[config.mk]
export PLATFORM = sky130hd
export DESIGN_NAME = fifo_rd_ctrl
export DESIGN_NICKNAME = d
export VERILOG_FILES = /design/src/rtl/fifo_rd_ctrl.sv
export SDC_FILE = /design/constraint.sdc
export NUM_CORES = 1
export LEC_CHECK = 0
export BUFFER_PORTS_ARGS = -buffer_cell sky130_fd_sc_hd__buf_2
export CORE_ASPECT_RATIO = 1.1
export CORE_MARGIN = 4
export CORE_UTILIZATION = 46
export DETAILED_ROUTE_END_ITERATION = 10
export PLACE_DENSITY = 0.85
export SLEW_MARGIN = 15
export SYNTH_ARGS = -nofsm -noshare
export SYNTH_HDL_FRONTEND = slang
export SYNTH_SLANG_ARGS = --single-unit
[constraint.sdc]
create_clock -name clk -period 1.75 [get_ports clk]
set_input_delay 0.0875 -clock clk [delete_from_list [all_inputs] [get_ports clk]]
set_output_delay 0.0875 -clock clk [all_outputs]
set_load 0.01 [all_outputs]
[src/rtl/fifo_rd_ctrl.sv]
// -----------------------------------------------------------------------------
// fifo_rd_ctrl
//
// Read-side controller of a dual-clock FIFO. Everything here runs on the read
// clock. The Gray write pointer from the write domain is synchronised through
// two flops and compared with the registered Gray read pointer to detect
// empty. The controller owns the binary and Gray read pointers, drives the
// memory read address, and presents words through a registered valid/ready
// output stage, which gives first-word-fall-through behaviour.
//
// Optional feature: define FIFO_RD_LEVEL_EN to get a registered fill level.
// Without it, level is tied to zero and no converter or subtractor is built.
//
// Parameters
//   W   memory address width; pointers are W+1 bits
//   DW  data width
//
// Ports
//   clk       in   read-domain clock
//   rst       in   asynchronous reset, active-high
//   G_WR_PTR  in   Gray write pointer from the write domain (unsynchronised)
//   RD_DATA   in   memory read data, combinational from RD_ADDR
//   rd_ready  in   consumer accepts rd_data this cycle
//   RD_ADDR   out  memory read address, low W bits of the binary read pointer
//   G_RD_PTR  out  registered Gray read pointer, sent to the write domain
//   empty     out  memory holds no unread word (output register not counted)
//   rd_valid  out  rd_data holds a valid word
//   rd_data   out  output data register
//   level     out  words in memory (output register not counted)
// -----------------------------------------------------------------------------
module fifo_rd_ctrl #(
    parameter int W  = 8,
    parameter int DW = 8
) (
    input  logic          clk,
    input  logic          rst,
    input  logic [W:0]    G_WR_PTR,
    input  logic [DW-1:0] RD_DATA,
    input  logic          rd_ready,
    output logic [W-1:0]  RD_ADDR,
    output logic [W:0]    G_RD_PTR,
    output logic          empty,
    output logic          rd_valid,
    output logic [DW-1:0] rd_data,
    output logic [W:0]    level
);

    typedef enum logic {
        IDLE  = 1'b0,
        VALID = 1'b1
    } state_t;

    function automatic logic [W:0] gray(input logic [W:0] b);
        return b ^ (b >> 1);
    endfunction

    state_t     state, state_next;
    logic [W:0] wq1, wq2;
    logic [W:0] rd_ptr, rd_ptr_next;
    logic       load;

    // -------------------------------------------------------------------------
    // Write-pointer synchroniser. Only wq2 is used downstream.
    // -------------------------------------------------------------------------
    always_ff @(posedge clk or posedge rst) begin
        if (rst) begin
            wq1 <= '0;
            wq2 <= '0;
        end else begin
            // NOTE: sequential state uses non-blocking assignments so every
            // flop samples the pre-edge value; blocking here would collapse
            // the two synchroniser stages into one.
            wq1 <= G_WR_PTR;
            wq2 <= wq1;
        end
    end

    // Both operands are registers, so empty never glitches from input noise.
    // It lags a write by the synchroniser depth but is never falsely low.
    assign empty    = (G_RD_PTR == wq2);
    assign rd_valid = (state == VALID);
    assign RD_ADDR  = rd_ptr[W-1:0];

    // Load whenever there is a word and the output register is free or being
    // emptied this cycle; accept and load together give zero-bubble streaming.
    assign load = !empty && (!rd_valid || rd_ready);

    // -------------------------------------------------------------------------
    // Output-stage next state and read-pointer advance.
    // -------------------------------------------------------------------------
    always_comb begin
        // NOTE: every signal written here gets a default first, so no path
        // leaves it unassigned and no latch is inferred.
        state_next  = state;
        rd_ptr_next = rd_ptr;
        if (load) begin
            state_next  = VALID;
            rd_ptr_next = rd_ptr + 1'b1;
        end else if (rd_valid && rd_ready) begin
            state_next = IDLE;
        end
    end

    always_ff @(posedge clk or posedge rst) begin
        if (rst) begin
            state    <= IDLE;
            rd_ptr   <= '0;
            G_RD_PTR <= '0;
            rd_data  <= '0;
        end else begin
            state    <= state_next;
            rd_ptr   <= rd_ptr_next;
            // Registered from the next binary value so the Gray pointer seen
            // by the write domain changes exactly one bit per step.
            G_RD_PTR <= gray(rd_ptr_next);
            if (load) begin
                rd_data <= RD_DATA;
            end
        end
    end

    // -------------------------------------------------------------------------
    // Optional fill level.
    // -------------------------------------------------------------------------
`ifdef FIFO_RD_LEVEL_EN
    logic [W:0] wq2_bin;

    // Bit i of the binary value is the XOR of Gray bits W..i; computing it
    // from the shifted vector avoids a self-referencing combinational chain.
    always_comb begin
        wq2_bin = '0;
        for (int i = 0; i <= W; i++) begin
            wq2_bin[i] = ^(wq2 >> i);
        end
    end

    always_ff @(posedge clk or posedge rst) begin
        if (rst) begin
            level <= '0;
        end else begin
            level <= wq2_bin - rd_ptr;
        end
    end
`else
    assign level = '0;
`endif

endmodule

Word-level counts from Yosys, hierarchy flattened
Cells that the tools add are included.

Add/subtract/negate cells: 1. Equal/unequal tests: 1. Multiplexer cells: 3. Bitwise gates (word level): 1. Reductions and logical operators: 6.

Operators by type and width (number): adder 9 x 1 -> 9 bit (second input constant) (1); == test 9 bit (1); two-way mux 9 bit (1); bitwise XOR 9 x 8 -> 9 bit (1); logical AND 1 bit (2); zero test 1 bit (2); two-way mux 1 bit (2); nonzero test 2 bit (1); logical OR 1 bit (1).

Bits in registers: 45. Input port bits: 20.

Longest topological paths before layout
Word-level depth: 5. Depth in mapped cells: 8. Mapped depth without buffers: 7.

Worst setup path after synthesis
No wires, ideal clock.

Path kind: register -> register. From: reg rd_ptr[0]. To: reg G_RD_PTR[6]. Setup time: 0.132 ns. Data arrival time: 1.641 ns. Required time: 1.618 ns. Setup slack: -0.023 ns. Cell stages (with the launch flop): 9. Path buffers: 1. Period minus slack after synthesis: 1.773 ns. Path through: dfrtp_1 ha_1 clkbuf_1 nand2_1 nand2_1 nand3_1 o31ai_1 o21ai_0 xor2_1.

Word-level cells in the longest chain between the ends: 3.

Ends and longest elaborated chain: from (decl) (line 59) `logic [W:0] rd_ptr, rd_ptr_next;`; from (signal assigned) (line 112) `rd_ptr <= rd_ptr_next;`; adder 9 x 1 -> 9 bit (line 98) `rd_ptr_next = rd_ptr + 1'b1;`; two-way mux 9 bit (line 96) `if (load) begin`; bitwise XOR 9 x 8 -> 9 bit (line 54) `return b ^ (b >> 1);`; to (signal assigned) (line 115) `G_RD_PTR <= gray(rd_ptr_next);`; to (decl) (line 41) `output logic [W:0] G_RD_PTR,`.

Every way passes these cells. A chain may end at the register's enable or synchronous reset.

Worst setup path in the final report
From: reg G_RD_PTR[8]. To: reg G_RD_PTR[4].

Word-level cells in the longest chain between the ends: 5.

Ends and longest elaborated chain: == test 9 bit (line 80) `assign empty = (G_RD_PTR == wq2);`; zero test 1 bit (line 86) `assign load = !empty && (!rd_valid || rd_ready);`; logical AND 1 bit (line 86); two-way mux 9 bit (line 96); bitwise XOR 9 x 8 -> 9 bit (line 54).

Every way passes these cells.

==> summary.md <==
The logs give 1.93 ns for the arrival time of data at the critical path endpoint and 0.676 mV for the maximum ir drop on the vdd rail. The proportion of layout cells with a drive suffix above 1 is 0.441, and the height of the die is 75.5 um. The tools report the final cell utilization of the core as 0.647.

Critical path class: flop to flop. At the pin with the least slew margin, the transition time is 0.517 ns. A synthesized cell averages 12.7 um^2. The via count of the first global-routing pass is 1,307, and the setup skew after layout is 0.00666 ns. From left edge to right edge, the die measures 69.3 um. The data required time at the worst endpoint came out at 1.92 ns.

The proportion of synthesized chip area in sequential cells is 0.578. The most numerous cell type found on the critical path is sky130_fd_sc_hd__buf_4. The clock-pin slew on the worst setup and hold paths was 0.08 ns. The number of buffers and inverters on the critical path is 2. The via count came out at 1,339. Number of register bits inferred by synthesis: 44.

For the post-detailed-route count of antenna-violating nets, the log shows 0. Setup repair after global routing could not meet its margin everywhere. The library cells used most frequently in the layout, excluding fill and tap cells, are sky130_fd_sc_hd__buf_2 (45), sky130_fd_sc_hd__dfrtp_1 (43), sky130_fd_sc_hd__buf_4 (18). Clock tree synthesis inserted a total of 5 buffers.

Top-level port count: 56. For hold timing, the worst endpoint is rd_data[4]. For the reported max-cap violation count, the log shows 0.

The startpoint identified for the worst hold timing path is RD_DATA[4]. The initialized floorplan defines 24 standard-cell rows. The H-tree depth is 2, and the ratio of final minimum period to clock period is 1.00. The floorplan step defined a die boundary enclosing 0.00523 mm^2.

The number of distinct standard cells referenced by the synthesized netlist is 34, and the post-place setup slack is -0.0319 ns. The worst setup path is captured at a flop. For the worst-skew pair, the clock arrives at the later sink with an insertion delay of 0.30 ns. The count of cell instances traversed by the critical path came out at 8.

Synthesis produced a netlist whose cell count is 150. The first-pass GRT wire length was 6000 um. The logs give 254 for the placed instance count and 2610 um for the total half-perimeter wirelength after legalization and detailed placement.

The shortest period the worst path allows came out at 1.76 ns. The region available for standard cell placement spans 0.00399 mm^2. The tools report the number of warnings issued by yosys as 0. Dividing the detail-routed wire length by the instance count gives 13.8 um. Gate family responsible for the most delay along the worst path: flip-flops. After global routing the overflow that remains totals 0. The most common cell after layout, fill and taps aside was sky130_fd_sc_hd__buf_2. Along the worst hold path, the cell count comes to 2. The largest net degree at the start of global routing was 45; the count of buffers from port buffering was 46.

Excluding fillers, the count of instances in the completed layout stands at 281. The global routing usage summed across all routing layers came out at 0.151. The congestion estimate from routability-driven global placement came to 0.872.

For this run, the slowest stage of the critical path takes 0.40 ns. The clock tree root driver cell is sky130_fd_sc_hd__clkbuf_8. For the count of routing violations after the opening detailed-route iteration, the log shows 45.

For this design, the sink count on the clock tree is 44. The area of all placed cells without fillers is 0.00258 mm^2, and the final count of pins violating max slew is 0. Cell type of the slowest stage on the worst timing path: sky130_fd_sc_hd__dfrtp_1. For flop-to-flop paths, the worst setup slack is -0.006 ns.

The endpoint identified for the worst register-to-register timing path is G_RD_PTR[4]. The beginning of the worst register-to-register path is G_RD_PTR[8]. The run gives 0 as the initial antenna violation count. Worst path setup slack after routing: -0.00571 ns. In this run the cell area measured after placement is 0.00223 mm^2.

The flow ran to the end, but the final reports show violations. The total length of routed wires was 3870 um. In the final design database the tool counted 249 nets. Summing every instance area after synthesis gives 0.00190 mm^2. Fraction of registers with async set or reset after synthesis: 1.00. TritonCTS built the clock tree. Using the TritonRoute via totals, the vias-per-cell ratio works out to 4.77. The first detailed-routing pass ran for 4 iterations. The final antenna diode count was 0; the final number of hold-violating endpoints was 0. The checks that failed: setup timing.

The worst setup path is launched from a flop. The run gives 1 as the setup-violating endpoint count in the final report. After detailed routing, the number of remaining DRC violations is 0.

The prevailing post-synth register cell was sky130_fd_sc_hd__dfrtp_1. The initial core utilization was 0.477. Counting the fill cells in the layout gives 317. The signal on the critical path passes through xnor2_1 > nand4_1 > buf_4 > nor3_4 > buf_4 > a2bb2oi_2 > o21ai_1 > xor2_1. The worst register-to-register path has a depth of 8. The tightest hold path in the finished design has a slack of 0.0170 ns.

The tightest slew margin relative to the limit is 0.656. The run gives 1.26 nW as the total leakage power. The area added between synthesis and finish came out at 35.6%. The number of flops mapped to enable cells by yosys is 0, and the maximum clock frequency is 570 MHz.

The worst hold path belongs to the class primary input to flop. The power per unit of standard cell area is 1300 mW/mm^2. Of all nets on the critical path, the largest fanout is 3. The clock passes through at most 2 buffers.
-- stage by stage --
step | total power (W) | setup TNS, ns
global placement | 0.00256 | 0
CTS | 0.00327 | 0
finish | 0.00337 | -0.00571
floorplan | 0.00219 | 0
detailed placement | 0.00259 | -0.156
global route | 0.00360 | -0.509
-- layout make-up --
class	count	area, um^2	share of cell area
timing repair buffer	80	537	0.208
clock inverter	1	7.51	0.00291
inverter	1	3.75	0.00145
tap	52	65.1	0.0252
clock buffer	7	86.3	0.0334
sequential	44	1100	0.427
multi-input combinational	96	781	0.302
-- repair_timing --
action / 4_1_cts / 5_1_grt
gates resized for setup: 4 / 15
pin swaps: 4 / 7
endpoints found under the hold margin: 53 / 2
setup buffers: 1 / 6
hold buffers: 10 / 2
endpoints found under the setup margin: 9 / 16
-- state kept, by name (all words and copies together) (netlist names) --
signal	cells
rd_valid	1
wq1	9
rd_ptr	8
G_RD_PTR	9
wq2	9
rd_data	8
-- cells by family after synthesis --
family,share of synthesized area
compound gates,0.0848
xor+xnor,0.120
fa+ha+maj,0.00657
buf+inv,0.0618
flops,0.578
mux,0.0611
other cells,0.00197
simple gates,0.0861
-- Yosys cell counts (2+ instances only) --
cell | number | share of area
sky130_fd_sc_hd__a21o_1 | 2 | 0.0079
sky130_fd_sc_hd__nand3_1 | 6 | 0.016
sky130_fd_sc_hd__o21ai_0 | 3 | 0.0079
sky130_fd_sc_hd__dfrtp_1 | 44 | 0.58
sky130_fd_sc_hd__nand2_1 | 11 | 0.022
sky130_fd_sc_hd__buf_4 | 9 | 0.035
sky130_fd_sc_hd__clkbuf_1 | 5 | 0.0099
sky130_fd_sc_hd__xnor2_1 | 18 | 0.083
sky130_fd_sc_hd__buf_6 | 2 | 0.012
sky130_fd_sc_hd__xor2_1 | 8 | 0.037
sky130_fd_sc_hd__a21oi_1 | 5 | 0.013
sky130_fd_sc_hd__mux2_4 | 7 | 0.055
sky130_fd_sc_hd__o32ai_2 | 2 | 0.017
sky130_fd_sc_hd__nor2_1 | 5 | 0.0099
sky130_fd_sc_hd__nand4_1 | 2 | 0.0066
sky130_fd_sc_hd__nor3_2 | 3 | 0.016
-- power breakdown --
group          leakage (nW)  switching [W]  internal, W
logic                 0.691       0.000634     0.000649
clock network        0.0445       0.000317     0.000320
registers             0.526       0.000238      0.00121
-- per-layer routing --
layer / share of wire / global-route usage / up-vias
li1: - / - / 640
met1: 0.41 / 0.174 / 648
met2: 0.52 / 0.265 / 45
met3: 0.059 / 0.0501 / 6
met4: 0.014 / 0.0651 / 0
met5: 0 / 0 / -
-- worst max-delay path by stage --
stage | slack (ns) | to | from
detailed placement | -0.03 | rd_data[6] | wq2[3]
finish | -0.006 | G_RD_PTR[4] | G_RD_PTR[8]
global route | -0.11 | G_RD_PTR[4] | G_RD_PTR[8]
CTS | 0.008 | G_RD_PTR[3] | wq2[3]
floorplan | 0.006 | rd_data[0] | G_RD_PTR[8]
global placement | 0.01 | rd_data[3] | G_RD_PTR[8]
Note: power is estimated with default switching activity, not from simulation.
